`config.mk`:
```
export PLATFORM = sky130hd
export DESIGN_NAME = bcd_display_ctrl_flat
export DESIGN_NICKNAME = d
export VERILOG_FILES = /design/src/rtl/bcd_display_ctrl_if.sv /design/src/rtl/bcd_display_ctrl.sv /design/src/flat_wrapper.sv
export SDC_FILE = /design/constraint.sdc
export NUM_CORES = 1
export LEC_CHECK = 0
export ABC_CLOCK_PERIOD_IN_PS = 1600
export CAP_MARGIN = 20
export CORE_MARGIN = 4
export CORE_UTILIZATION = 45
export DETAILED_ROUTE_END_ITERATION = 12
export HOLD_SLACK_MARGIN = 0.03
export PLACE_DENSITY_LB_ADDON = 0.12
export RECOVER_POWER = 50
export SKIP_LAST_GASP = 1
export SLEW_MARGIN = 30
export SYNTH_ARGS = -nofsm -noshare
export SYNTH_HDL_FRONTEND = slang
export SYNTH_SLANG_ARGS = --single-unit
```
`constraint.sdc`:
```
create_clock -name clk -period 1.6 [get_ports clk]
set_clock_uncertainty 0.15 [all_clocks]
set_input_delay 0.16 -clock clk [delete_from_list [all_inputs] [get_ports clk]]
set_output_delay 0.16 -clock clk [all_outputs]
set_load 0.01 [all_outputs]
```
`src/rtl/bcd_display_ctrl_if.sv`:
```
// Handshake and display-digit bundle between a result source and bcd_display_ctrl.
// master = value producer / display consumer, slave = the controller.
interface bcd_display_ctrl_if #(
    parameter int IN_WIDTH = 14
);
    logic [IN_WIDTH-1:0] in_value;
    logic                in_valid;
    logic                in_ready;
    logic [3:0]          number_0;
    logic [3:0]          number_1;
    logic [3:0]          number_2;
    logic [3:0]          number_3;
    logic                busy;
    logic                update_done;
    logic                overflow;

    modport master (
        output in_value, in_valid,
        input  in_ready, number_0, number_1, number_2, number_3,
        input  busy, update_done, overflow
    );

    modport slave (
        input  in_value, in_valid,
        output in_ready, number_0, number_1, number_2, number_3,
        output busy, update_done, overflow
    );
endinterface

```
`src/rtl/bcd_display_ctrl.sv`:
```
// Binary-to-BCD sequencing controller for the 4-digit display multiplexer (serial double-dabble).
// Optional macro LEADING_ZERO_BLANK_EN blanks leading zero digits at non-overflow commits.
module bcd_display_ctrl #(
    parameter int          IN_WIDTH   = 14,
    parameter logic [3:0]  BLANK_CODE = 4'hF,
    parameter logic [3:0]  ERR_CODE   = 4'hE
) (
    input  logic                  clk,
    input  logic                  reset,
    bcd_display_ctrl_if.slave     bus
);

    localparam int CNT_W = (IN_WIDTH > 1) ? $clog2(IN_WIDTH) : 1;
    localparam logic [CNT_W-1:0] CNT_LAST = CNT_W'(IN_WIDTH - 1);

    typedef enum logic [1:0] {
        IDLE    = 2'd0,
        CONVERT = 2'd1,
        COMMIT  = 2'd2
    } state_e;

    // Add 3 to every nibble that is 5 or more; nibbles never carry into each other.
    function automatic logic [15:0] dabble_adjust(input logic [15:0] acc);
        logic [15:0] res;
        res = acc;
        for (int i = 0; i < 4; i++) begin
            if (acc[i*4 +: 4] >= 4'd5) begin
                res[i*4 +: 4] = acc[i*4 +: 4] + 4'd3;
            end else begin
                res[i*4 +: 4] = acc[i*4 +: 4];
            end
        end
        return res;
    endfunction

    function automatic logic [15:0] commit_digits(input logic [15:0] acc, input logic ovf);
        logic [15:0] res;
        logic        lead;
        res  = acc;
        lead = 1'b1;
        if (ovf) begin
            res = {ERR_CODE, BLANK_CODE, BLANK_CODE, BLANK_CODE};
        end else begin
`ifdef LEADING_ZERO_BLANK_EN
            for (int i = 3; i >= 1; i--) begin
                if (lead && (acc[i*4 +: 4] == 4'd0)) begin
                    res[i*4 +: 4] = BLANK_CODE;
                end else begin
                    lead = 1'b0;
                end
            end
`else
            res = acc;
`endif
        end
        return res;
    endfunction

    state_e               state_q, state_d;
    logic [IN_WIDTH-1:0]  sr_q, sr_d;
    logic [15:0]          acc_q, acc_d;
    logic [CNT_W-1:0]     cnt_q, cnt_d;
    logic                 ovf_pend_q, ovf_pend_d;
    logic [15:0]          digits_q, digits_d;
    logic                 overflow_q, overflow_d;
    logic                 update_done_q, update_done_d;
    logic                 in_ready_q, in_ready_d;
    logic                 busy_q, busy_d;

    // Next-state, datapath and registered-output next values.
    always_comb begin
        state_d       = state_q;
        sr_d          = sr_q;
        acc_d         = acc_q;
        cnt_d         = cnt_q;
        ovf_pend_d    = ovf_pend_q;
        digits_d      = digits_q;
        overflow_d    = overflow_q;
        update_done_d = 1'b0;

        case (state_q)
            IDLE: begin
                if (bus.in_valid && in_ready_q) begin
                    sr_d       = bus.in_value;
                    acc_d      = 16'd0;
                    cnt_d      = '0;
                    ovf_pend_d = (32'(bus.in_value) > 32'd9999);
                    state_d    = CONVERT;
                end else begin
                    state_d    = IDLE;
                end
            end
            CONVERT: begin
                // MSBs leaving the 16-bit accumulator are dropped; only happens for overflow values.
                {acc_d, sr_d} = {dabble_adjust(acc_q), sr_q} << 1;
                cnt_d         = cnt_q + {{(CNT_W-1){1'b0}}, 1'b1};
                if (cnt_q == CNT_LAST) begin
                    state_d = COMMIT;
                end else begin
                    state_d = CONVERT;
                end
            end
            COMMIT: begin
                digits_d      = commit_digits(acc_q, ovf_pend_q);
                overflow_d    = ovf_pend_q;
                update_done_d = 1'b1;
                state_d       = IDLE;
            end
            default: begin
                state_d = IDLE;
            end
        endcase

        in_ready_d = (state_d == IDLE);
        busy_d     = (state_d != IDLE);
    end

    // State, datapath and output registers with synchronous reset.
    always_ff @(posedge clk) begin
        if (reset) begin
            state_q       <= IDLE;
            sr_q          <= '0;
            acc_q         <= 16'd0;
            cnt_q         <= '0;
            ovf_pend_q    <= 1'b0;
            digits_q      <= 16'd0;
            overflow_q    <= 1'b0;
            update_done_q <= 1'b0;
            in_ready_q    <= 1'b1;
            busy_q        <= 1'b0;
        end else begin
            state_q       <= state_d;
            sr_q          <= sr_d;
            acc_q         <= acc_d;
            cnt_q         <= cnt_d;
            ovf_pend_q    <= ovf_pend_d;
            digits_q      <= digits_d;
            overflow_q    <= overflow_d;
            update_done_q <= update_done_d;
            in_ready_q    <= in_ready_d;
            busy_q        <= busy_d;
        end
    end

    assign bus.number_3    = digits_q[15:12];
    assign bus.number_2    = digits_q[11:8];
    assign bus.number_1    = digits_q[7:4];
    assign bus.number_0    = digits_q[3:0];
    assign bus.overflow    = overflow_q;
    assign bus.update_done = update_done_q;
    assign bus.in_ready    = in_ready_q;
    assign bus.busy        = busy_q;

endmodule

```
`src/flat_wrapper.sv`:
```
// flat-port wrapper written by rule: the top's interface ports become plain ports
module bcd_display_ctrl_flat 
#(
    parameter int          IN_WIDTH   = 14,
    parameter logic [3:0]  BLANK_CODE = 4'hF,
    parameter logic [3:0]  ERR_CODE   = 4'hE
)
  (clk, reset, bus_in_value, bus_in_valid, bus_in_ready, bus_number_0, bus_number_1, bus_number_2, bus_number_3, bus_busy, bus_update_done, bus_overflow);
  bcd_display_ctrl_if #(.IN_WIDTH(IN_WIDTH)) bus_i ();
  input  logic clk;
  input  logic reset;
  input wire logic [$bits(bus_i.in_value)-1:0] bus_in_value;
  input wire logic [$bits(bus_i.in_valid)-1:0] bus_in_valid;
  output wire logic [$bits(bus_i.in_ready)-1:0] bus_in_ready;
  output wire logic [$bits(bus_i.number_0)-1:0] bus_number_0;
  output wire logic [$bits(bus_i.number_1)-1:0] bus_number_1;
  output wire logic [$bits(bus_i.number_2)-1:0] bus_number_2;
  output wire logic [$bits(bus_i.number_3)-1:0] bus_number_3;
  output wire logic [$bits(bus_i.busy)-1:0] bus_busy;
  output wire logic [$bits(bus_i.update_done)-1:0] bus_update_done;
  output wire logic [$bits(bus_i.overflow)-1:0] bus_overflow;
  assign bus_i.in_value = bus_in_value;
  assign bus_i.in_valid = bus_in_valid;
  assign bus_in_ready = bus_i.in_ready;
  assign bus_number_0 = bus_i.number_0;
  assign bus_number_1 = bus_i.number_1;
  assign bus_number_2 = bus_i.number_2;
  assign bus_number_3 = bus_i.number_3;
  assign bus_busy = bus_i.busy;
  assign bus_update_done = bus_i.update_done;
  assign bus_overflow = bus_i.overflow;
  bcd_display_ctrl #(.IN_WIDTH(IN_WIDTH), .BLANK_CODE(BLANK_CODE), .ERR_CODE(ERR_CODE)) u_core (.clk(clk), .reset(reset), .bus(bus_i));
endmodule
```
-- Yosys cells after proc, flatten, opt, wreduce, memory -nomap -nowiden
Cells that the tools add are included.
- register bits after elaboration: 57
- input port bits: 17
- output and inout port bits: 20
- word-level logic and storage cells: 46
- add/subtract/negate cells: 5
- $lt $le $gt $ge: 5
- eq/ne operators: 4
- muxes and demuxes: 15
- reduce and logical (&&, ||, !) cells: 7
- operator list (kind ; count):
    16-bit two-way mux ; 2
    16-bit case mux with 2 select lines ; 1
    14-bit case mux with 2 select lines ; 1
    4-bit by 3-bit >= comparator with 1-bit output, second input constant ; 4
    4-bit two-way mux ; 4
    14-bit greater-than comparator, second input constant ; 1
    14-bit two-way mux ; 1
    4-bit by 2-bit adder with 4-bit output, second input constant ; 3
    4-bit case mux with 2 select lines ; 1
    4-bit by 1-bit adder with 4-bit output, second input constant ; 1
    4-bit == test, second input constant ; 1
    2-bit logical NOT ; 2
    2-bit case mux with 2 select lines ; 1
    2-bit AND reduction ; 2
    2-bit nonzero test ; 2
    3-bit by 2-bit adder with 3-bit output, second input constant ; 1
    3-bit two-way mux ; 1
    2-bit by 1-bit == test with 1-bit output, second input constant ; 1
    2-bit == test, second input constant ; 1
    1-bit two-way mux ; 2
    2-bit two-way mux ; 1
    2-bit by 1-bit inequality test with 1-bit output, second input constant ; 1
    1-bit logical AND ; 1

-- Depth between registers and ports, before layout
- depth after elaboration: 4
- depth in mapped cells: 7
- gate-level depth less buffers: 6

-- Least setup slack after synthesis
No wires, ideal clock.
- path kind: reg2reg
- start point: register u_core.acc_q[0]
- end point: register u_core.acc_q[1]
- library setup time: 0.095 ns
- arrival time: 1.292 ns
- required time: 1.355 ns
- path slack: 0.062 ns
- stages on the path, launching flop included: 7
- path buffers: 0
- period minus slack after synthesis: 1.538 ns
- cell sequence: dfxtp_1 -> inv_1 -> ha_1 -> nand2b_1 -> a21oi_1 -> or4_1 -> o311ai_1
- word-level cells in the longest chain between the ends: 3
- elaborated cells on any way between the ends: 4
- those cells by class: 1 x add/sub; 1 x order compare; 2 x mux
- RTL lines (item ; RTL line ; text):
    start, declared ; bcd_display_ctrl.sv:61 ; logic [15:0] acc_q, acc_d;
    start signal, assigned ; bcd_display_ctrl.sv:123 ; acc_q <= 16'd0;
    start signal, assigned ; bcd_display_ctrl.sv:134 ; acc_q <= acc_d;
    4-bit by 2-bit adder with 4-bit output / 4-bit by 3-bit >= comparator with 1-bit output (equally long branches) ; bcd_display_ctrl.sv:28, bcd_display_ctrl.sv:27 ;
    4-bit two-way mux * ; bcd_display_ctrl.sv:27 ; if (acc[i*4 +: 4] >= 4'd5) begin
    16-bit case mux with 2 select lines * ; bcd_display_ctrl.sv:81 ; case (state_q)
Every way passes the cells marked *; elsewhere a longest branch is shown, timed or not.
A chain may end at the register's enable or synchronous reset.

-- Final worst setup path
- start point: register u_core.acc_q[8]
- end point: register u_core.acc_q[9]
Same word-level chain as after synthesis.

==> flow_summary.json <==
{
  "drt-pass1-iter-count": 4,
  "reg2reg_slack_ns": 0.02,
  "routed_wl_mm": 6.67,
  "gp_congestion": 0.815,
  "syn_area_sq_um": 2620,
  "holdPathStages": 3,
  "total_power_mw": 3.43,
  "vias": 2413,
  "post-place-ws_ns": -0.176,
  "period_share": 0.986,
  "grt_max_degree": 28,
  "grt-ovfl-total": 0,
  "core_sq_um": 5570,
  "die_width_um": 84.4,
  "ys.flop_type": "dfxtp_1",
  "hold_class": "in2reg",
  "ant_nets": 0,
  "die_h_um": 84.4,
  "drtIter0Drc": 132,
  "setup_ws_ns": 0.0228,
  "io_buffers": 36,
  "ys_warn_count": 0,
  "fin_crit_ns": 1.58,
  "grt_antenna_before_repair": 0,
  "setup_tns_ns": 0,
  "syn_area_per_cell_sq_um": 8.60,
  "ios": 37,
  "slew_headroom": 0.571,
  "start_util": 0.471,
  "holdWs_ns": 0.241,
  "clkTransAtPathRegs_ns": 0.07,
  "ys_async_sr_fraction": 0,
  "crit_path_end": "u_core.acc_q[9]",
  "cts_buffer_depth": 2,
  "worstPathMaxFanout": 4,
  "outcome": "completed",
  "critPathArrivalTime_ns": 1.67,
  "syn_inst": 305,
  "rows": 27,
  "met2_length_mm": 3.18,
  "drt-vias-per-instance": 5.37,
  "critPathLaunch": "u_core.acc_q[8]",
  "finalHoldViolCount": 0,
  "htree_num_levels": 3,
  "worstSetupEndpointType": "flop",
  "setup.worst_path.start_class": "flop",
  "setup_viol": 0,
  "diodes": 0,
  "reg2reg_from": "u_core.acc_q[8]",
  "min_from": "bus_in_value[3]",
  "required_ns": 1.70,
  "final_core_utilization": 0.658,
  "n_fill_cell": 480,
  "wirelength_met1_mm": 3.12,
  "grt_pass1_wl_mm": 11.0,
  "p_leak_nw": 1.42,
  "cts_buffers": 9,
  "worst-setup-path-type": "reg2reg",
  "slew_violations": 0,
  "maxCapViolCount": 0,
  "wl_met3_um": 319,
  "synth_seq_area_share": 0.435,
  "cts_sinks": 57,
  "synthDistinctLibCells": 40,
  "rsz0062_at_grt": "yes",
  "peakVddDrop_uv": 844,
  "grt_pass1_vias": 2359,
  "wire_per_inst_um": 14.8,
  "top_layer_used": "met4",
  "reg2reg_depth": 6,
  "die_area_sq_um": 7120,
  "max_freq_ghz": 0.634,
  "clk_latency_ns": 0.34,
  "ys_ff_latch": 57,
  "drc": 0,
  "grt.total_usage": 0.191,
  "cellPowerDensity_nw_per_um2": 936,
  "drive_gt1_frac": 0.268,
  "hpwl_mm": 4.53,
  "fin_nets": 399,
  "synth_nets": 332,
  "synth_edf_count": 0,
  "cts_root_buf": "clkbuf_8",
  "syn_to_final_growth_pct": 39.7,
  "worst_pin_slew_ns": 0.643,
  "cts_tree": "built",
  "r2r_end": "u_core.acc_q[9]"
}
worst min path at each step:
stage                                     end  slack, ns
final                          u_core.sr_q[3]       0.24
after global routing           u_core.sr_q[1]       0.27
after CTS                      u_core.sr_q[3]       0.23
after detailed placement  u_core.digits_q[12]       0.30
after global placement    u_core.digits_q[12]       0.29
after floorplan                u_core.sr_q[0]       0.16
what timing repair did:
item	4_1_cts	5_1_grt
gates resized for setup	2	37
hold buffers	1	0
buffers inserted	0	4
pin swaps	0	7
hold endpoints to repair	2	0
endpoints found under the setup margin	3	35
registers in the layout, indices dropped and copies added (netlist names), 2 cells and up:
signal           cells
u_core.digits_q     16
u_core.acc_q        16
u_core.cnt_q         4
u_core.sr_q         14
u_core.state_q       2
synthesized netlist by cell type (2+ instances only):
cell,number,area (sq um)
a21oi_1,14,70.1
a22oi_1,2,15.0
a311oi_1,6,52.6
a311oi_2,7,105
a41o_1,4,40.0
buf_2,11,55.1
buf_4,4,30.0
buf_6,4,45.0
clkbuf_1,4,15.0
dfxtp_1,57,1140
ha_1,10,125
inv_1,11,41.3
nand2_1,31,116
nand2b_1,5,31.3
nand3_1,6,30.0
nand4_1,5,31.3
nor2_1,42,158
nor2b_1,2,12.5
nor3_1,37,185
o211ai_1,3,22.5
o21ai_0,4,20.0
o21ai_1,6,30.0
o311ai_1,4,35.0
o32a_1,3,30.0
o41ai_1,3,26.3
or4_1,4,30.0
xor2_1,3,26.3
critical path, stage by stage (launching register included):
cell,delay (ns)
dfxtp_4,0.38
inv_4,0.04
ha_4,0.16
nand2b_4,0.07
a21oi_4,0.06
or4_4,0.54
o311ai_2,0.07
placed cells by master (no fill, tap or decap), drive strengths merged, types with 5 or more instances in the layout:
cell type,instances
clkdlybuf4s50,34
nand3,6
ha,10
nor3,37
clkbuf,12
nand2,31
buf,44
nand2b,6
nor2,43
dfxtp,57
nand4,5
inv,10
a21oi,15
o21ai,10
a311oi,13
power by group:
part	internal (mW)	switching, mW	total (mW)
Clock	0.955	0.584	1.54
Sequential	1.47	0.0410	1.51
Combinational	0.178	0.207	0.385
Total	2.60	0.832	3.43
routing by layer:
layer	global-route usage	up-vias
li1	-	1221
met1	0.241	1142
met2	0.308	46
met3	0.0667	4
met4	0.0576	0
met5	0	-
layout make-up:
type / count / area (sq um) / area share
sequential: 57 / 1150 / 0.314
clock buffer: 11 / 151 / 0.0413
clock inverter: 5 / 77.6 / 0.0212
timing repair buffer: 81 / 751 / 0.205
tap: 72 / 90.1 / 0.0246
inverter: 11 / 50.0 / 0.0137
multi-input combinational: 212 / 1390 / 0.380
through the flow:
stage,cell area [sq um],std cells
3_5_place_dp,3270,428
5_1_grt,3670,449
2_1_floorplan,2620,305
6_report,3670,449
4_1_cts,3510,445
3_3_place_gp,3270,428
kinds of logic (layout without fill, tap and decap cells):
logic type / after synthesis / count (layout) / synth area share
XOR/XNOR: 3 / 3 / 0.0100
buffers and inverters: 36 / 108 / 0.0744
adder cells (fa/ha/maj): 10 / 10 / 0.0477
multiplexers: 1 / 1 / 0.00382
AO/OA/AOI/OAI: 60 / 60 / 0.183
AND/OR/NAND/NOR: 138 / 138 / 0.246
flip-flops: 57 / 57 / 0.435
Note: power is estimated with default switching activity, not from simulation.
